$ cat src/rtl/smc_regctl_pkg.sv
// Shared command codes and FSM encoding for the SMC register controller.
package smc_regctl_pkg;
  localparam logic [7:0] CMD_POWER   = 8'h01;
  localparam logic [7:0] CMD_RESET   = 8'h02;
  localparam logic [7:0] CMD_LED     = 8'h05;
  localparam logic [7:0] CMD_KBD     = 8'h07;
  localparam logic [7:0] CMD_VERSION = 8'h30;

  localparam logic [1:0] ST_IDLE  = 2'd0;
  localparam logic [1:0] ST_CMD   = 2'd1;
  localparam logic [1:0] ST_WDATA = 2'd2;
  localparam logic [1:0] ST_RDATA = 2'd3;
endpackage

$ cat src/rtl/smc_regctl_if.sv
// Byte-level I2C slave side bus between the bit engine (master) and the register controller (slave).
interface smc_regctl_if;
  logic       devsel_i;
  logic       rw_bit_i;
  logic [7:0] rxbyte_i;
  logic       rxbyte_v_i;
  logic [7:0] txbyte_o;
  logic       txbyte_deq_i;

  modport master (output devsel_i, rw_bit_i, rxbyte_i, rxbyte_v_i, txbyte_deq_i, input txbyte_o);
  modport slave  (input devsel_i, rw_bit_i, rxbyte_i, rxbyte_v_i, txbyte_deq_i, output txbyte_o);
endinterface

$ cat src/rtl/smc_fifo.sv
// Keyboard scancode FIFO with extra-MSB pointers; exposes the post-update head so reads can be registered.
module smc_fifo #(
  parameter int W     = 8,
  parameter int DEPTH = 8
) (
  input  logic         clk6x,
  input  logic         resetn,
  input  logic         push,
  input  logic [W-1:0] wdata,
  input  logic         pop,
  output logic         full,
  output logic [W-1:0] head_nxt,
  output logic         empty_nxt
);
  localparam int AW = $clog2(DEPTH);

  logic [W-1:0] mem [DEPTH];
  logic [AW:0]  wr_ptr, rd_ptr, wr_nxt, rd_nxt;
  logic         empty, push_ok, pop_ok;

  assign empty   = (wr_ptr == rd_ptr);
  assign full    = (wr_ptr[AW] != rd_ptr[AW]) && (wr_ptr[AW-1:0] == rd_ptr[AW-1:0]);
  assign pop_ok  = pop && !empty;
  // A pop in the same cycle frees the slot the push lands in.
  assign push_ok = push && (!full || pop_ok);
  assign wr_nxt  = wr_ptr + (AW+1)'(push_ok);
  assign rd_nxt  = rd_ptr + (AW+1)'(pop_ok);

  assign empty_nxt = (rd_nxt == wr_nxt);
  // If the read pointer catches the write pointer this cycle, the new head is the byte being pushed.
  assign head_nxt  = (push_ok && rd_nxt == wr_ptr) ? wdata : mem[rd_nxt[AW-1:0]];

  always_ff @(posedge clk6x or negedge resetn) begin
    if (!resetn) begin
      wr_ptr <= '0;
      rd_ptr <= '0;
    end else begin
      wr_ptr <= wr_nxt;
      rd_ptr <= rd_nxt;
    end
  end

  always_ff @(posedge clk6x)
    if (push_ok) mem[wr_ptr[AW-1:0]] <= wdata;
endmodule

$ cat src/rtl/smc_regctl.sv
// SMC register controller: decodes I2C command/data bytes, drives LED/power requests, serves keyboard FIFO reads.
module smc_regctl
  import smc_regctl_pkg::*;
#(
  parameter int         KBD_DEPTH  = 8,
  parameter logic [7:0] FW_VERSION = 8'h01
) (
  input  logic             clk6x,
  input  logic             resetn,
  smc_regctl_if.slave      bus,
  input  logic [7:0]       kbd_data_i,
  input  logic             kbd_wr_i,
  output logic             kbd_full_o,
  output logic [7:0]       led_o,
  output logic             pwroff_req_o,
  output logic             reset_req_o
);
  logic [1:0] state, state_nxt;
  logic [7:0] cmd, cmd_nxt, led_nxt, tx_nxt, head_nxt;
  logic       wr_act, cmd_lat, kbd_pop, empty_nxt;

  always_comb begin
    state_nxt = state;
    if (!bus.devsel_i) state_nxt = ST_IDLE;
    else begin
      case (state)
        ST_IDLE:  state_nxt = bus.rw_bit_i ? ST_RDATA : ST_CMD;
        ST_CMD:   if (bus.rw_bit_i) state_nxt = ST_RDATA;
                  else if (bus.rxbyte_v_i) state_nxt = ST_WDATA;
        ST_WDATA: if (bus.rw_bit_i) state_nxt = ST_RDATA;
        default:  if (!bus.rw_bit_i) state_nxt = ST_CMD;
      endcase
    end
  end

  assign cmd_lat = (state == ST_CMD)   && bus.devsel_i && !bus.rw_bit_i && bus.rxbyte_v_i;
  assign wr_act  = (state == ST_WDATA) && bus.devsel_i && !bus.rw_bit_i && bus.rxbyte_v_i;
  assign kbd_pop = (state == ST_RDATA) && bus.devsel_i && bus.rw_bit_i && bus.txbyte_deq_i
                   && (cmd == CMD_KBD);

  assign cmd_nxt = cmd_lat ? bus.rxbyte_i : cmd;
  assign led_nxt = (wr_act && cmd == CMD_LED) ? bus.rxbyte_i : led_o;

  // Read data is built from next-cycle state so it tracks a pop or LED write with one cycle of latency.
  always_comb begin
    case (cmd_nxt)
      CMD_LED:     tx_nxt = led_nxt;
      CMD_KBD:     tx_nxt = empty_nxt ? 8'h00 : head_nxt;
      CMD_VERSION: tx_nxt = FW_VERSION;
      default:     tx_nxt = 8'hFF;
    endcase
  end

  always_ff @(posedge clk6x or negedge resetn) begin
    if (!resetn) begin
      state        <= ST_IDLE;
      cmd          <= 8'h00;
      led_o        <= 8'h00;
      bus.txbyte_o <= 8'hFF;
      pwroff_req_o <= 1'b0;
      reset_req_o  <= 1'b0;
    end else begin
      state        <= state_nxt;
      cmd          <= cmd_nxt;
      led_o        <= led_nxt;
      bus.txbyte_o <= tx_nxt;
      pwroff_req_o <= wr_act && (cmd == CMD_POWER) && (bus.rxbyte_i == 8'h00);
      reset_req_o  <= wr_act && (((cmd == CMD_POWER) && (bus.rxbyte_i == 8'h01))
                                 || (cmd == CMD_RESET));
    end
  end

  smc_fifo #(.W(8), .DEPTH(KBD_DEPTH)) u_fifo (
    .clk6x     (clk6x),
    .resetn    (resetn),
    .push      (kbd_wr_i),
    .wdata     (kbd_data_i),
    .pop       (kbd_pop),
    .full      (kbd_full_o),
    .head_nxt  (head_nxt),
    .empty_nxt (empty_nxt)
  );
endmodule

$ cat src/flat_wrapper.sv
// flat-port wrapper written by rule: the top's interface ports become plain ports
module smc_regctl_flat import smc_regctl_pkg::*;
#(
  parameter int         KBD_DEPTH  = 8,
  parameter logic [7:0] FW_VERSION = 8'h01
)
  (clk6x, resetn, kbd_data_i, kbd_wr_i, kbd_full_o, led_o, pwroff_req_o, reset_req_o, bus_devsel_i, bus_rw_bit_i, bus_rxbyte_i, bus_rxbyte_v_i, bus_txbyte_deq_i, bus_txbyte_o);
  smc_regctl_if bus_i ();
  input  logic clk6x;
  input  logic resetn;
  input  logic [7:0] kbd_data_i;
  input  logic kbd_wr_i;
  output logic kbd_full_o;
  output logic [7:0] led_o;
  output logic pwroff_req_o;
  output logic reset_req_o;
  input wire logic [$bits(bus_i.devsel_i)-1:0] bus_devsel_i;
  input wire logic [$bits(bus_i.rw_bit_i)-1:0] bus_rw_bit_i;
  input wire logic [$bits(bus_i.rxbyte_i)-1:0] bus_rxbyte_i;
  input wire logic [$bits(bus_i.rxbyte_v_i)-1:0] bus_rxbyte_v_i;
  input wire logic [$bits(bus_i.txbyte_deq_i)-1:0] bus_txbyte_deq_i;
  output wire logic [$bits(bus_i.txbyte_o)-1:0] bus_txbyte_o;
  assign bus_i.devsel_i = bus_devsel_i;
  assign bus_i.rw_bit_i = bus_rw_bit_i;
  assign bus_i.rxbyte_i = bus_rxbyte_i;
  assign bus_i.rxbyte_v_i = bus_rxbyte_v_i;
  assign bus_i.txbyte_deq_i = bus_txbyte_deq_i;
  assign bus_txbyte_o = bus_i.txbyte_o;
  smc_regctl #(.KBD_DEPTH(KBD_DEPTH), .FW_VERSION(FW_VERSION)) u_core (.clk6x(clk6x), .resetn(resetn), .bus(bus_i), .kbd_data_i(kbd_data_i), .kbd_wr_i(kbd_wr_i), .kbd_full_o(kbd_full_o), .led_o(led_o), .pwroff_req_o(pwroff_req_o), .reset_req_o(reset_req_o));
endmodule
$ cat config.mk
export PLATFORM = sky130hd
export DESIGN_NAME = smc_regctl_flat
export DESIGN_NICKNAME = d
export VERILOG_FILES = /design/src/rtl/smc_regctl_pkg.sv /design/src/rtl/smc_regctl_if.sv /design/src/rtl/smc_fifo.sv /design/src/rtl/smc_regctl.sv /design/src/flat_wrapper.sv
export SDC_FILE = /design/constraint.sdc
export NUM_CORES = 1
export LEC_CHECK = 0
export CORE_ASPECT_RATIO = 2
export CORE_MARGIN = 3
export CORE_UTILIZATION = 30
export DETAILED_ROUTE_END_ITERATION = 12
export PLACE_DENSITY = 0.51
export REMOVE_ABC_BUFFERS = 1
export SLEW_MARGIN = 15
export SYNTH_ARGS = -nofsm -noshare
export SYNTH_HDL_FRONTEND = slang
export SYNTH_SLANG_ARGS = --single-unit
$ cat constraint.sdc
create_clock -name clk6x -period 9.1 [get_ports clk6x]
set_input_delay 2.73 -clock clk6x [delete_from_list [all_inputs] [get_ports clk6x]]
set_output_delay 2.73 -clock clk6x [all_outputs]
set_load 0.02 [all_outputs]
==> out/metrics.cfg <==
[flow_run]
cap_violations=0

[timing]
setup_viol=0
fin_crit_sh=0.6315
tns_ns=0
hold_viol_final=0
worstMarginPinSlew_ns=0.9646
relSlewSlack=0.3546
slew_viol_final=0
finalCriticalPeriod_ns=5.747
rsz0062_at_grt=no
timing.hold.ws_ns=0.5266
skew_ns=0.01124
fmax_mhz=174.0

[logic_synthesis]
synth-main-ff-cell=edfxtp_1
ys_types=39
ys_seq_area_frac=0.6491
synth.avg_cell_area_um2=15.70
synth_area_leaders=edfxtp_1, dfrtp_1, mux4_2
mappedNetlistArea_um2=4364
synth-edff-count=64
synth.most_common_cell=edfxtp_1
synth_cells=278
synthArstFlopShare=0.3600
yosys.area.top_type=edfxtp_1
yosysWarnings=0
synth.top_cells.by_count=edfxtp_1, dfrtp_1, mux4_2, mux2_2, mux2i_1
yosys.area.top_type_share=0.4404
ys_seq_elements=100

[pwr]
pwr-share-seq=0.497
power.net_switching_w=0.0003931
internal_power_w=0.0008773
p_clk_frac=0.292
p_leak_nw=1.938
p_comb_frac=0.211
power.density_nw_per_um2=240.0
vdd_ir_drop_max_v=0.00008030
swShare=0.3094

[placed_design]
routabilityCongestion=0.8091
port_buffers=41
placed_cell_area_um2=5002
dpl.hpwl_um=7761
placed_cells=501

[finish]
areaGrowthSynthToFinish_pct=21.30
drive_gt1_frac=0.1951
final_cell_count_no_fill=517
diodes=0
final_nets=355
finalInstanceArea_um2=5294

[critical_path]
crit_chain=clkdlybuf4s50_1 -> nand4_1 -> or4_1 -> a21oi_1 -> ha_1 -> ha_1 -> xnor2_1 -> nand4_1 -> or2_1 -> o21ai_0 -> o221ai_1
startpoint_type=input port
r2r_start=u_core.cmd[4]$_DFF_PN0_
timing.critical_path.slowest_cell_delay_ns=0.58
end_kind=flip-flop
arrival_ns=5.99
cpMaxStageDelayCell=clkdlybuf4s50_1
crit_type=input port to flip-flop
crit_required_ns=9.34
startpoint=bus_rw_bit_i
worstPathMaxFanout=13

[cts]
cts.repair.resized=0
clock_sinks=100
cts_root_buf=clkbuf_16
cts_tree=done
path_clk_slew_ns=0.07
cts_buffer_depth=2
htreeDepth=3
holdBufCountCts=0
cts_buffers=9
cts_setup_buffers=0
clock_latency_ns=0.34

[route]
dr.pass1.iters=5
vias=2593
routed_wl_um=10460
drtIter0Drc=126
ant_nets=0
vias_per_cell=5.015
route.detailed.drc=0
wl_per_cell_um=20.24

[global_routing]
grtUsageTotal=0.1359
grt_start_max_net_pins=37
grt_pass1_vias=2855
grt_pass1_wl_um=16080
overflow=0
grt_antenna_before_repair=0

[floorplan]
core-area_um2=14040
die_h_um=176.6
die_x_um=91.29
initial_core_util=0.3108
ios=42
rows=61
dieArea_um2=16120

[min_path]
hold_start=u_core.led_o[4]$_DFF_PN0_
hold_class=flip-flop to flip-flop

[status]
status=completed

==> area by class of cell <==
class	count	area, um^2
flip-flops and latches	100	2833
clock inverters	7	66.31
repair buffers	44	427.9
inverters	9	33.78
multi-input cells	159	1471
clock buffers	9	225.2
well taps	189	236.5
fillers	1349	8750
==> flip-flops by register name, summed over array words and instances (netlist names) <==
signal,cells
u_core.cmd,8
u_core.u_fifo.wr_ptr,4
u_core.bus.txbyte_o,8
u_core.state,2
u_core.u_fifo.mem,64
u_core.led_o,8
u_core.u_fifo.rd_ptr,4
u_core.pwroff_req_o,1
u_core.reset_req_o,1
==> routing by layer <==
metal	wire (um)	vias up	GRT usage
li1	-	1169	-
met1	3466	1318	0.1260
met2	6204	79	0.2679
met3	342	27	0.02345
met4	449	0	0.08060
met5	0	-	0
==> critical path: cells and delay by family <==
family / cells / cell delay [ns]
compound gates: 3 / 0.55
simple gates: 4 / 1.17
fa+ha+maj: 2 / 0.77
buf+inv: 1 / 0.58
xor+xnor: 1 / 0.19
==> per-stage QoR <==
step	setup slack, ns	utilization	power, W
6_report	3.353	0.3770	0.001270
5_1_grt	2.945	0.3770	0.001330
4_1_cts	3.302	0.3770	0.001285
3_5_place_dp	2.950	0.3562	0.0009133
3_3_place_gp	3.002	0.3562	0.0009063
2_1_floorplan	3.496	-	0.0007938
==> logic make-up after synthesis <==
kind of cell	Yosys count	synth area share
xor gates and xnor gates	16	0.03211
muxes	44	0.1508
AOI/OAI and AO/OA	37	0.05935
and+or+nand+nor	53	0.06451
DFF	100	0.6491
adders and majority gates	9	0.02580
buffers and inverters	19	0.01835
==> path summary, 6_finish.rpt <==
kind	to	slack, ns	cells after the start
max	u_core.bus.txbyte_o[2]$_DFF_PN1_	3.35	11
min	u_core.led_o[4]$_DFF_PN0_	0.53	1
max reg2reg	u_core.bus.txbyte_o[2]$_DFF_PN1_	5.28	10
min reg2reg	u_core.led_o[4]$_DFF_PN0_	0.53	1
max in group asynchronous	u_core.cmd[3]$_DFF_PN0_	6.08	1
min in group asynchronous	u_core.state[0]$_DFFE_PN0P_	2.48	1
==> cell usage in the layout, fill, tap and decap left out, types with 4 or more instances in the layout <==
cell and count:
edfxtp_1 64, clkdlybuf4s50_1 40, dfrtp_1 28, mux4_2 16, mux2_2 14, mux2i_1 14
nor2_1 13, o21ai_0 13, xnor2_1 10, inv_1 9, ha_1 9, clkbuf_16 9
dfstp_2 8, nor4_1 7, nand3_1 7, o221ai_1 7, xor2_1 6, nand2_1 5
a21oi_1 4, nor3_2 4
==> power by group through the flow <==
stage               logic (W)  clock network [W]  registers [W]
floorplan            0.000165                  0       0.000629
finish               0.000268           0.000371       0.000632
global route         0.000291           0.000398       0.000641
CTS                  0.000273           0.000379       0.000633
detailed placement   0.000272                  0       0.000641
global placement     0.000268                  0       0.000638
(Power assumes the default switching activity.)
